==> src/rtl/mem_req_demux_1to2.sv <==
// mem_req_demux_1to2: routes one outstanding memory request from the core to the
// data RAM (target 0) or the MMIO space (target 1). A single address bit picks the
// target. The chosen target's response is returned to the master. The request is
// latched on accept, so the targets see stable t_* signals for the whole transaction.
module mem_req_demux_1to2 #(
    parameter int AW      = 8,
    parameter int DW      = 16,
    parameter int SEL_BIT = 7
) (
    input  logic          clk,
    input  logic          rst,
    // master request channel
    input  logic          m_valid,
    output logic          m_ready,
    input  logic          m_we,
    input  logic [AW-1:0] m_addr,
    input  logic [DW-1:0] m_wdata,
    // master response channel
    output logic          m_rvalid,
    input  logic          m_rready,
    output logic [DW-1:0] m_rdata,
    // target request channels (address/data shared, valid per target)
    output logic          t0_valid,
    input  logic          t0_ready,
    output logic          t1_valid,
    input  logic          t1_ready,
    output logic          t_we,
    output logic [AW-1:0] t_addr,
    output logic [DW-1:0] t_wdata,
    // target response channels
    input  logic          t0_rvalid,
    input  logic [DW-1:0] t0_rdata,
    input  logic          t1_rvalid,
    input  logic [DW-1:0] t1_rdata,
    // status
    output logic          busy
);

    typedef enum logic [1:0] {
        IDLE = 2'd0,
        REQ  = 2'd1,
        RESP = 2'd2,
        DONE = 2'd3
    } state_e;

    state_e        state_q, state_d;
    logic          we_q,    we_d;
    logic [AW-1:0] addr_q,  addr_d;
    logic [DW-1:0] wdata_q, wdata_d;
    logic          sel_q,   sel_d;
    logic [DW-1:0] rdata_q, rdata_d;

    // Handshake signals of the latched target; the other target is never looked at.
    logic          sel_ready;
    logic          sel_rvalid;
    logic [DW-1:0] sel_rdata;

    assign sel_ready  = sel_q ? t1_ready  : t0_ready;
    assign sel_rvalid = sel_q ? t1_rvalid : t0_rvalid;
    assign sel_rdata  = sel_q ? t1_rdata  : t0_rdata;

    // Next-state and request/response latch update.
    always_comb begin
        // NOTE: every variable gets a default before the case so no path leaves it
        // unassigned; otherwise synthesis infers a latch to hold the old value.
        state_d = state_q;
        we_d    = we_q;
        addr_d  = addr_q;
        wdata_d = wdata_q;
        sel_d   = sel_q;
        rdata_d = rdata_q;
        case (state_q)
            IDLE: begin
                if (m_valid && m_ready) begin
                    we_d    = m_we;
                    addr_d  = m_addr;
                    wdata_d = m_wdata;
                    sel_d   = m_addr[SEL_BIT];
                    state_d = REQ;
                end
            end
            REQ: begin
                // Response strobes arriving before the request handshake are ignored.
                if (sel_ready) begin
                    state_d = RESP;
                end
            end
            RESP: begin
                if (sel_rvalid) begin
                    // Write acks carry no data; return zero to the master.
                    rdata_d = we_q ? '0 : sel_rdata;
                    state_d = DONE;
                end
            end
            DONE: begin
                if (m_rready) begin
                    state_d = IDLE;
                end
            end
            default: state_d = IDLE;
        endcase
    end

    // State and latch registers; reset drops any transaction in flight.
    always_ff @(posedge clk or posedge rst) begin
        if (rst) begin
            state_q <= IDLE;
            we_q    <= 1'b0;
            addr_q  <= '0;
            wdata_q <= '0;
            sel_q   <= 1'b0;
            rdata_q <= '0;
        end else begin
            // NOTE: non-blocking assignments so all registers update together from
            // the values present before the edge, independent of statement order.
            state_q <= state_d;
            we_q    <= we_d;
            addr_q  <= addr_d;
            wdata_q <= wdata_d;
            sel_q   <= sel_d;
            rdata_q <= rdata_d;
        end
    end

    // Handshake outputs decoded from the current state, held low while reset is high.
    always_comb begin
        m_ready  = 1'b0;
        m_rvalid = 1'b0;
        m_rdata  = '0;
        t0_valid = 1'b0;
        t1_valid = 1'b0;
        busy     = 1'b0;
        if (!rst) begin
            busy = (state_q != IDLE);
            case (state_q)
                IDLE: m_ready = 1'b1;
                REQ: begin
                    t0_valid = !sel_q;
                    t1_valid = sel_q;
                end
                DONE: begin
                    m_rvalid = 1'b1;
                    m_rdata  = rdata_q;
                end
                default: ;
            endcase
        end
    end

    // Request fields come straight from the latches; they keep their values in IDLE.
    assign t_we    = we_q;
    assign t_addr  = addr_q;
    assign t_wdata = wdata_q;

endmodule

==> config.mk <==
export PLATFORM = sky130hd
export DESIGN_NAME = mem_req_demux_1to2
export DESIGN_NICKNAME = d
export VERILOG_FILES = /design/src/rtl/mem_req_demux_1to2.sv
export SDC_FILE = /design/constraint.sdc
export NUM_CORES = 1
export LEC_CHECK = 0
export CORE_ASPECT_RATIO = 0.5
export CORE_MARGIN = 2
export CORE_UTILIZATION = 48
export DETAILED_ROUTE_END_ITERATION = 16
export DONT_BUFFER_PORTS = 1
export SLEW_MARGIN = 20
export SYNTH_ARGS = -nofsm -noshare
export SYNTH_HDL_FRONTEND = slang
export SYNTH_SLANG_ARGS = --single-unit
==> constraint.sdc <==
create_clock -name clk -period 3.34 [get_ports clk]
set_input_delay 0.501 -clock clk [delete_from_list [all_inputs] [get_ports clk]]
set_output_delay 0.501 -clock clk [all_outputs]
set_load 0.1 [all_outputs]
==> results.toml <==
[synth]
synthFlopType = "dfrtp_1"
synthArstFlopShare = 1.00
synth_nets = 238
synth_most_common_cell = "dfrtp_1"
ys_ff_latch = 43
syn_inst = 168
synth.distinct_cells = 24
post_synth.cell_area_avg_um2 = 12.1
synthesis.area_mm2 = 0.00204
yosysTopAreaCell = "dfrtp_1"
yosysWarnings = 0
ys_top_cells_by_count = "dfrtp_1 (43), mux2_2 (20), mux2i_1 (17), nand2_1 (17)"
synth_area_leaders = "dfrtp_1 (53%), mux2_2 (11%), mux2i_1 (8.3%), o31ai_1 (5.9%), and2_1 (4.9%)"
netlist.area_leader.share = 0.528
yosysSeqAreaShare = 0.528
synth_edf_count = 0

[setup_path]
cp-start-kind = "flip-flop"
path_cells = "ha_1, nor2b_4, buf_4, and2_1, buf_4"
crit_fanout = 14
crit_type = "reg2out"
critPathMaxStageDelay_ps = 400
crit_arrival_ps = 1900
critPathBufInv = 2
r2r_slack_ps = 1370
cp_common_cell = "buf_4"
r2r_end = "rdata_q[6]"
r2r_cells = 4
crit_family = "buffers and inverters"
crit_path_end_kind = "output pin"
critPathRequiredTime_ps = 2840
cp_slowest_cell = "dfrtp_1"
reg2reg_from = "state_q[0]"

[floorplanning]
die_w_um = 96.2
die_area_mm2 = 0.00481
io_pins = 111
initial_core_util = 0.512
core_mm2 = 0.00398
rows = 16
die_y_um = 50.1

[clock_network]
clock-sinks = 43
clock_latency_ps = 290
clk_path_buf_depth = 2
cts_root_buffer = "clkbuf_8"
numCtsBuffers = 5
htree_levels = 2
cts.clk_slew.worst_paths_ps = 80
cts_tree = "built"
cts_hold_buf = 0
postCtsSetupBuffers = 0
ctsResizeCount = 0

[timing]
slew_headroom = 0.344
max_freq_ghz = 0.416
fin_crit_ps = 2400
finalClockSkew_ps = 3.14
hold_viol_final = 0
worst_slew_pin_slew_ps = 981
whs_ps = 43.7
tns_ps = 0
setup_viol = 0
rsz0062_at_grt = "no"
slew_viol_final = 0
period_share = 0.719

[detailed_routing]
wl_met2_mm = 1.78
drtIter0Drc = 41
met3WireLength_um = 442
drt-met1-wl_mm = 1.66
maxUsedRoutingLayer = "met4"
ant_nets = 0
totalWireLength_mm = 3.91
via_count = 1289
via_per_inst = 5.28
wl_per_cell_um = 16.0
firstDrtPassIters = 4
drc_errors = 0

[global_route]
grt_overflow_total = 0
grt_pass1_vias = 1296
grt_pass1_wl_mm = 6.04
grt_max_degree = 33
track_usage = 0.171
antenna_found_initial = 0

[place]
place_area_mm2 = 0.00226
gp_congestion = 0.692
dp_hpwl_mm = 2.79
numPortBuffers = 0

[job]
drv_cap = 0

[layout]
design_area_mm2 = 0.00236
insertedDiodeCount = 0
nNetsFinal = 259
fillers = 339
drive_gt1_frac = 0.305
syn_to_final_growth_pct = 16.0
postLayoutCoreUtil = 0.593

[hold_path]
hold_path.class = "in2async"

[run_status]
status = "finished clean"
## how the worst max path moves through the flow
| stage | from | endpoint | slack [ps] | cells past startpoint |
|---|---|---|---|---|
| global route | state_q[1] | m_rdata[3] | 830 | 5 |
| finish | state_q[1] | m_rdata[0] | 940 | 5 |
| floorplan | state_q[1] | m_rdata[10] | 190 | 4 |
| detailed placement | rst | t_addr[4] | 1260 | 5 |
| CTS | state_q[1] | m_rdata[3] | 920 | 5 |
| global placement | rst | t_wdata[1] | 1300 | 5 |
## through the flow
step           instances  worst slack (ps)
6_report             244               937
5_1_grt              244               825
4_1_cts              244               919
3_5_place_dp         236              1260
3_3_place_gp         236              1300
2_1_floorplan        168               186
## final cells by class
cell class	count	area, µm²	share of cell area
tap	54	67.6	0.0286
sequential	43	1080	0.456
timing repair buffer	25	188	0.0794
multi-input combinational	109	912	0.386
inverter	5	18.8	0.00794
clock buffer	8	100	0.0424
## layer usage
layer  up-vias  GRT usage
li1        625          -
met1       597      0.212
met2        64      0.267
met3         3     0.0734
met4         0     0.0571
met5         -          0
## worst reg2reg max path, stage by stage (launching register included)
cell and delay (ps):
dfrtp_1 410, inv_1 140, ha_1 230, nand2_1 570, o31ai_1 510
## cells in the final DEF, fill, tap and decap left out
| cell type | netlist | layout |
|---|---|---|
| nand2b_1 | 1 | 1 |
| nor3b_4 | 0 | 1 |
| a22oi_1 | 1 | 1 |
| mux2_2 | 20 | 20 |
| nor2_1 | 2 | 1 |
| inv_2 | 1 | 1 |
| dfrtp_1 | 43 | 42 |
| o21ai_1 | 1 | 1 |
| inv_1 | 3 | 3 |
| dfrtp_2 | 0 | 1 |
| ha_1 | 5 | 5 |
| and2_1 | 16 | 16 |
| and3_1 | 1 | 1 |
| nor2b_2 | 0 | 1 |
| mux2_1 | 7 | 7 |
| nand2_1 | 17 | 17 |
| buf_4 | 2 | 25 |
| clkinv_1 | 1 | 1 |
| o31ai_1 | 16 | 16 |
| nor2_2 | 0 | 1 |
| nor2b_4 | 0 | 1 |
| nand3_1 | 1 | 1 |
| clkbuf_8 | 0 | 7 |
| mux2i_1 | 17 | 17 |
| a222oi_1 | 1 | 1 |
| clkbuf_1 | 3 | 1 |
## kinds of logic (layout without fill, tap and decap cells)
group,after synthesis,in the layout,share of synthesized area
fa+ha+maj,5,5,0.0307
simple gates,41,41,0.103
buf+inv,16,38,0.0362
compound gates,19,19,0.0700
mux,44,44,0.233
flops,43,43,0.528
## state kept, by name, summed over array words and instances (netlist names)
name	cells
t_wdata	16
state_q	2
t_addr	8
rdata_q	16
t_we	1
Power is left out: the tool's default activity adds up to more than one toggle a clock period on the data nets, which glitch-free logic cannot reach.
